--- src/rtl/lia_regs_pkg.sv ---
// Register map, control/status bit positions and FSM state type for the lock-in register bank.
// Latency: none (declarations only).
// Backpressure: none (declarations only).
package lia_regs_pkg;

  // Word addresses of the global registers
  localparam int ADDR_CTRL     = 0;
  localparam int ADDR_STATUS   = 1;
  localparam int ADDR_GAIN     = 2;
  localparam int ADDR_DAC_GAIN = 3;
  localparam int ADDR_DAC_DIV  = 4;

  // Per-channel block: CH_BASE + CH_STRIDE*c + offset
  localparam int CH_BASE   = 8;
  localparam int CH_STRIDE = 4;
  localparam int CH_INCR   = 0;
  localparam int CH_OFFS   = 1;
  localparam int CH_X      = 2;
  localparam int CH_Y      = 3;

  // CTRL bits (write-one, self-clearing)
  localparam int CTRL_COMMIT    = 0;
  localparam int CTRL_SNAP      = 1;
  localparam int CTRL_IMMEDIATE = 2;

  // STATUS bits
  localparam int STAT_COMMIT_PEND = 0;
  localparam int STAT_SNAP_PEND   = 1;
  localparam int STAT_SNAP_VALID  = 2;

  typedef enum logic {
    ST_IDLE = 1'b0,
    ST_PEND = 1'b1
  } tick_state_t;

endpackage

--- src/rtl/lia_tick_fsm.sv ---
// Defers a request until the next sample tick (or fires at once when immediate), exposing a pending flag.
// Latency: fire is combinational in the cycle of the tick (or immediate request); pend follows one cycle after req.
// Backpressure: none; requests arriving while pending merge into the outstanding one.
module lia_tick_fsm
  import lia_regs_pkg::*;
(
  input  logic clk,
  input  logic rst,
  input  logic req,
  input  logic immediate,
  input  logic tick,
  output logic fire,
  output logic pend
);

  tick_state_t state, state_nxt;

  // State register, synchronous reset back to idle
  always_ff @(posedge clk) begin
    if (rst) state <= ST_IDLE;
    else     state <= state_nxt;
  end

  // Next state and fire decode; an immediate request overrides any pending one
  always_comb begin
    state_nxt = state;
    fire      = 1'b0;
    pend      = (state == ST_PEND);
    if (req && immediate) begin
      fire      = 1'b1;
      state_nxt = ST_IDLE;
    end else begin
      case (state)
        ST_IDLE: if (req) state_nxt = ST_PEND;
        ST_PEND: if (tick) begin
          fire      = 1'b1;
          state_nxt = ST_IDLE;
        end
        default: state_nxt = ST_IDLE;
      endcase
    end
  end

endmodule

--- src/rtl/lia_ctrl_regbank.sv ---
// Avalon-MM register bank: shadowed per-channel DDS phase regs committed on a tick, X/Y snapshots, gain/DAC controls.
// Latency: read data 1 cycle after avs_read; direct controls update the cycle after the write; commits land on the tick edge.
// Backpressure: none; one read and/or one write accepted every cycle, no waitrequest.
module lia_ctrl_regbank #(
  parameter int N_CH    = 8,
  parameter int PHASE_W = 20,
  parameter int LIA_W   = 16,
  parameter int GAIN_W  = 6,
  parameter int DAC_W   = 8,
  parameter int ADDR_W  = 7
) (
  input  logic                      clk_clk,
  input  logic                      reset_reset,
  input  logic [ADDR_W-1:0]         avs_address,
  input  logic                      avs_read,
  input  logic                      avs_write,
  input  logic [31:0]               avs_writedata,
  output logic [31:0]               avs_readdata,
  output logic                      avs_readdatavalid,
  input  logic                      sample_tick,
  input  logic [N_CH*LIA_W-1:0]     lia_x_in,
  input  logic [N_CH*LIA_W-1:0]     lia_y_in,
  output logic [N_CH*PHASE_W-1:0]   phase_incr_out,
  output logic [N_CH*PHASE_W-1:0]   phase_offs_out,
  output logic [GAIN_W-1:0]         gain_ctrl_export,
  output logic [DAC_W-1:0]          dac_gain_export,
  output logic [DAC_W-1:0]          dac_div_export,
  output logic                      commit_pulse
);

  import lia_regs_pkg::*;

  logic [N_CH-1:0][PHASE_W-1:0] incr_sh, offs_sh, incr_act, offs_act;
  logic [N_CH-1:0][LIA_W-1:0]   x_snap, y_snap;
  logic [GAIN_W-1:0]            gain_q;
  logic [DAC_W-1:0]             dac_gain_q, dac_div_q;
  logic                         snap_valid;

  logic wr_ctrl, commit_req, snap_req;
  logic commit_fire, commit_pend, snap_fire, snap_pend;
  logic [N_CH-1:0] wr_incr, wr_offs;
  logic [31:0] ch_rd [N_CH];
  logic [31:0] rd_mux;
  logic        unused_wdata;

  // Upper write-data bits beyond each field width are intentionally dropped
  assign unused_wdata = ^avs_writedata;

  assign wr_ctrl    = avs_write && (avs_address == ADDR_W'(ADDR_CTRL));
  assign commit_req = wr_ctrl && avs_writedata[CTRL_COMMIT];
  assign snap_req   = wr_ctrl && avs_writedata[CTRL_SNAP];

  lia_tick_fsm u_commit_fsm (
    .clk       (clk_clk),
    .rst       (reset_reset),
    .req       (commit_req),
    .immediate (avs_writedata[CTRL_IMMEDIATE]),
    .tick      (sample_tick),
    .fire      (commit_fire),
    .pend      (commit_pend)
  );

  lia_tick_fsm u_snap_fsm (
    .clk       (clk_clk),
    .rst       (reset_reset),
    .req       (snap_req),
    .immediate (1'b0),
    .tick      (sample_tick),
    .fire      (snap_fire),
    .pend      (snap_pend)
  );

  // Per-channel address decode: write enables and a zero-unless-hit read word
  for (genvar c = 0; c < N_CH; c++) begin : g_ch
    localparam int BASE = CH_BASE + CH_STRIDE * c;
    logic hit_incr, hit_offs, hit_x, hit_y;
    assign hit_incr   = (avs_address == ADDR_W'(BASE + CH_INCR));
    assign hit_offs   = (avs_address == ADDR_W'(BASE + CH_OFFS));
    assign hit_x      = (avs_address == ADDR_W'(BASE + CH_X));
    assign hit_y      = (avs_address == ADDR_W'(BASE + CH_Y));
    assign wr_incr[c] = avs_write && hit_incr;
    assign wr_offs[c] = avs_write && hit_offs;
    assign ch_rd[c]   = hit_incr ? 32'(incr_sh[c]) :
                        hit_offs ? 32'(offs_sh[c]) :
                        hit_x    ? 32'(signed'(x_snap[c])) :
                        hit_y    ? 32'(signed'(y_snap[c])) : 32'd0;
  end

  // Register file: shadows, active phase regs (loaded from pre-write shadows), snapshots, direct controls
  always_ff @(posedge clk_clk) begin
    if (reset_reset) begin
      incr_sh      <= '0;
      offs_sh      <= '0;
      incr_act     <= '0;
      offs_act     <= '0;
      x_snap       <= '0;
      y_snap       <= '0;
      gain_q       <= '0;
      dac_gain_q   <= '0;
      dac_div_q    <= '0;
      snap_valid   <= 1'b0;
      commit_pulse <= 1'b0;
    end else begin
      if (avs_write && avs_address == ADDR_W'(ADDR_GAIN))     gain_q     <= avs_writedata[GAIN_W-1:0];
      if (avs_write && avs_address == ADDR_W'(ADDR_DAC_GAIN)) dac_gain_q <= avs_writedata[DAC_W-1:0];
      if (avs_write && avs_address == ADDR_W'(ADDR_DAC_DIV))  dac_div_q  <= avs_writedata[DAC_W-1:0];
      for (int c = 0; c < N_CH; c++) begin
        if (wr_incr[c]) incr_sh[c] <= avs_writedata[PHASE_W-1:0];
        if (wr_offs[c]) offs_sh[c] <= avs_writedata[PHASE_W-1:0];
      end
      if (commit_fire) begin
        incr_act <= incr_sh;
        offs_act <= offs_sh;
      end
      commit_pulse <= commit_fire;
      if (snap_fire) begin
        x_snap     <= lia_x_in;
        y_snap     <= lia_y_in;
        snap_valid <= 1'b1;
      end else if (snap_req) begin
        snap_valid <= 1'b0;
      end
    end
  end

  // Readback mux; CTRL and unmapped addresses fall through to zero
  always_comb begin
    rd_mux = 32'd0;
    if (avs_address == ADDR_W'(ADDR_STATUS)) begin
      rd_mux[STAT_COMMIT_PEND] = commit_pend;
      rd_mux[STAT_SNAP_PEND]   = snap_pend;
      rd_mux[STAT_SNAP_VALID]  = snap_valid;
    end else if (avs_address == ADDR_W'(ADDR_GAIN)) begin
      rd_mux = 32'(gain_q);
    end else if (avs_address == ADDR_W'(ADDR_DAC_GAIN)) begin
      rd_mux = 32'(dac_gain_q);
    end else if (avs_address == ADDR_W'(ADDR_DAC_DIV)) begin
      rd_mux = 32'(dac_div_q);
    end
    for (int c = 0; c < N_CH; c++) rd_mux = rd_mux | ch_rd[c];
  end

  // Registered read response, exactly one cycle after the strobe
  always_ff @(posedge clk_clk) begin
    if (reset_reset) begin
      avs_readdata      <= 32'd0;
      avs_readdatavalid <= 1'b0;
    end else begin
      avs_readdatavalid <= avs_read;
      avs_readdata      <= avs_read ? rd_mux : 32'd0;
    end
  end

  assign phase_incr_out   = incr_act;
  assign phase_offs_out   = offs_act;
  assign gain_ctrl_export = gain_q;
  assign dac_gain_export  = dac_gain_q;
  assign dac_div_export   = dac_div_q;

endmodule
--- config.mk ---
export PLATFORM = sky130hd
export DESIGN_NAME = lia_ctrl_regbank
export DESIGN_NICKNAME = d
export VERILOG_FILES = /design/src/rtl/lia_regs_pkg.sv /design/src/rtl/lia_tick_fsm.sv /design/src/rtl/lia_ctrl_regbank.sv
export SDC_FILE = /design/constraint.sdc
export NUM_CORES = 2
export LEC_CHECK = 0
export CAP_MARGIN = 10
export CELL_PAD_IN_SITES_DETAIL_PLACEMENT = 1
export CELL_PAD_IN_SITES_GLOBAL_PLACEMENT = 2
export CORE_ASPECT_RATIO = 1.75
export CORE_MARGIN = 4
export CORE_UTILIZATION = 31
export CTS_CLUSTER_DIAMETER = 200
export DETAILED_ROUTE_END_ITERATION = 6
export GPL_ROUTABILITY_DRIVEN = 0
export PLACE_DENSITY = 0.92
export SYNTH_ARGS = -nofsm -noshare
export SYNTH_HDL_FRONTEND = slang
export SYNTH_SLANG_ARGS = --single-unit
--- constraint.sdc ---
create_clock -name clk_clk -period 3 [get_ports clk_clk]
set_clock_uncertainty 0.15 [all_clocks]
set_input_delay 0.6 -clock clk_clk [delete_from_list [all_inputs] [get_ports clk_clk]]
set_output_delay 0.6 -clock clk_clk [all_outputs]
set_load 0.1 [all_outputs]
==> flow_metrics.tcl <==
set metrics [dict create \
    avgViaCountPerCell 5.54 \
    clk_path_buf_depth 3 \
    timing.rr.end "avs_readdata[12]" \
    hold_path.class "in2reg" \
    worstPathRequired_ns 3.42 \
    synth_xor_xnor_area_share_pct 0 \
    syn_inst 4910 \
    synth_nets 5210 \
    start_kind "input port" \
    place_area_um2 48900 \
    cts_buffers 91 \
    violations "design-rule violations, negative setup slack" \
    worstSetupPathType "in2reg" \
    ant_nets 0 \
    fillers 15000 \
    synthTopCellsByCount "nand2_1, dfxtp_1, a21oi_1" \
    p_leak_nw 18.0 \
    worst_pin_slew_ns 0.889 \
    crit_arrival_ns 3.47 \
    avgSynthCellArea_um2 8.01 \
    rsz0062_at_grt "no" \
    status "finished, violations left" \
    drv_slew 0 \
    grt_pass1_wl_mm 298 \
    max-cap-violations 0 \
    layout.nets 5914 \
    crit_end "avs_readdata[6]" \
    async_reset_ff_share_pct 0 \
    yosysTopAreaCellShare_pct 48.0 \
    slowest_delay_ns 0.63 \
    synth-simple-area-share_pct 22.4 \
    clock-sinks 944 \
    r2r_setup_slack_ns 0.58 \
    wl_per_cell_um 29.3 \
    drcViolationCount 1 \
    clk_latency_ns 0.71 \
    critPathMaxFanout 12 \
    fin_area_um2 51900 \
    rr_worst_depth 7 \
    grt_start_max_net_pins 114 \
    track_usage_pct 30.9 \
    cts_max_level 3 \
    portBuffers 663 \
    yosys_register_bits 944 \
    yosysSeqAreaShare_pct 48.0 \
    cp_slowest_cell "a221oi_1" \
    cts-root-buf "clkbuf_16" \
    synth_compound_area_share_pct 19.1 \
    crit_family "buffers and inverters" \
    worst_setup_path_end_kind "flip-flop" \
    hold_violations 0 \
    synth_top_family_by_area "simple AND/OR/NAND/NOR gates" \
    drt_iter0_markers 4127 \
    synth_edf_count 0 \
    synth_area_leaders "dfxtp_1, nand2_1, a21oi_1" \
    path_common_cell "buf_4" \
    wl_mm 215 \
    yosysWarnings 0 \
    postLayoutCoreUtil_pct 41.2 \
    die_h_um 479 \
    hpwl_mm 163 \
    place_ws_ns -0.654 \
    antenna_found_initial 13 \
    yosysTopAreaCell "dfxtp_1" \
    chipWidth_um 277 \
    period_share_pct 101 \
    worstReg2RegStart "incr_sh[152]" \
    path_cells "clkdlybuf4s50_1, buf_12, buf_4, nor2b_1, buf_4, nand2_1, buf_4, a221oi_1, buf_4, nor3_1, a31oi_1" \
    finalPower_w 0.0261 \
    fin_ws_ns -0.0447 \
    initial_utilization_pct 31.2 \
    synth.most_common_cell "nand2_1" \
    setup_viol 1 \
    dieArea_um2 133000 \
    synthMuxAreaShare_pct 4.60 \
    drive_gt1_share_pct 23.8 \
    grt_pass1_vias 40000 \
    power.density_nw_per_um2 502 \
    slew_headroom_pct 40.1 \
    synth_area_um2 39300 \
    synthToLayoutAreaGrowth_pct 31.9 \
    peakVddDrop_v 0.000408 \
    max_freq_mhz 328 \
    hold_buffers 0 \
    num_rows 172 \
    layout_min_cycle_time_ns 3.04 \
    synthFlopType "dfxtp_1" \
    core_area_um2 126000 \
    synth.distinct_cells 73 \
    path_buf_inv 6 \
    crit_cells 11 \
    crit_start "avs_address[6]" \
    tritoncts "done" \
    path_clk_slew_ns 0.07 \
    boundaryPins 676 \
    drtPass1Iterations 7 \
    synthAdderAreaFrac_pct 0 \
    vias 40700 \
    overflow 0 \
]
power by group:
| group | internal [W] | switching, W |
|---|---|---|
| logic | 0.000640 | 0.00101 |
| registers | 0.0125 | 0.0000203 |
| clock network | 0.00656 | 0.00529 |
| total | 0.0197 | 0.00632 |
metal layers:
| layer | vias up | GRT usage, % | routed length, um |
|---|---|---|---|
| met5 | - | 0 | 73 |
| met4 | 12 | 19.7 | 16500 |
| met3 | 597 | 6.83 | 19000 |
| met2 | 2268 | 50.8 | 99700 |
| met1 | 20000 | 36.3 | 80100 |
| li1 | 17800 | - | - |
worst min-delay path by stage:
stage	cells after the start	startpoint	slack, ns	end
floorplan	2	y_snap[107]	0.28	y_snap[107]
detailed placement	2	phase_offs_out[59]	0.30	phase_offs_out[59]
global placement	2	y_snap[14]	0.29	y_snap[14]
finish	2	reset_reset	0.13	phase_incr_out[78]
CTS	2	reset_reset	0.11	phase_incr_out[78]
global route	2	reset_reset	0.13	dac_div_export[6]
cells in the final DEF, fill, tap and decap left out, types with 13 or more instances in the layout:
master,count
nand3_1,35
a21oi_2,171
nand2_2,139
nor2_1,101
buf_4,691
clkbuf_16,93
mux2i_1,66
buf_12,83
clkbuf_1,20
o21ai_0,42
nand2_1,1697
a31oi_1,20
o22ai_1,38
mux2_2,96
a211oi_1,14
dfxtp_1,944
a21oi_1,750
clkdlybuf4s50_1,280
a22oi_1,100
a221oi_1,24
nand2b_1,13
nor4_1,13
nor3_1,38
clkbuf_8,21
flip-flops by register name (all words and copies together), names as in the netlist:
signal,flops
avs_readdata,21
avs_readdatavalid,1
y_snap,128
u_commit_fsm.pend,1
offs_sh,160
dac_gain_export,8
commit_pulse,1
x_snap,128
incr_sh,160
snap_valid,1
phase_offs_out,160
gain_ctrl_export,6
u_snap_fsm.pend,1
dac_div_export,8
phase_incr_out,160
through the flow:
step / hold WS [ns] / setup TNS [ns] / cells
CTS: 0.110 / 0 / 7335
finish: 0.133 / -0.0447 / 7339
global placement: 0.288 / -57.96 / 7174
detailed placement: 0.296 / -54.80 / 7174
floorplan: 0.281 / 0 / 4910
global route: 0.128 / 0 / 7339
final cells by class:
| cell class | count | area (um2) | area share, % |
|---|---|---|---|
| clock inverters | 27 | 269 | 0.518 |
| flip-flops and latches | 944 | 18900 | 36.4 |
| inverters | 4 | 15.0 | 0.0289 |
| multi-input cells | 3512 | 18200 | 35.1 |
| repair buffers | 1061 | 9710 | 18.7 |
| clock buffers | 134 | 2690 | 5.19 |
| diodes | 4 | 10.0 | 0.0193 |
| well taps | 1653 | 2070 | 3.99 |
kinds of logic after synthesis:
kind of cell / Yosys count
AO/OA/AOI/OAI: 1232
buffers and inverters: 454
flip-flops: 944
multiplexers: 165
AND/OR/NAND/NOR: 2115
what timing repair did:
action / CTS / global route
setup endpoints to repair: 0 / 3
resized for setup: 0 / 3
setup buffers: 0 / 0
Note: power is estimated with default switching activity, not from simulation.
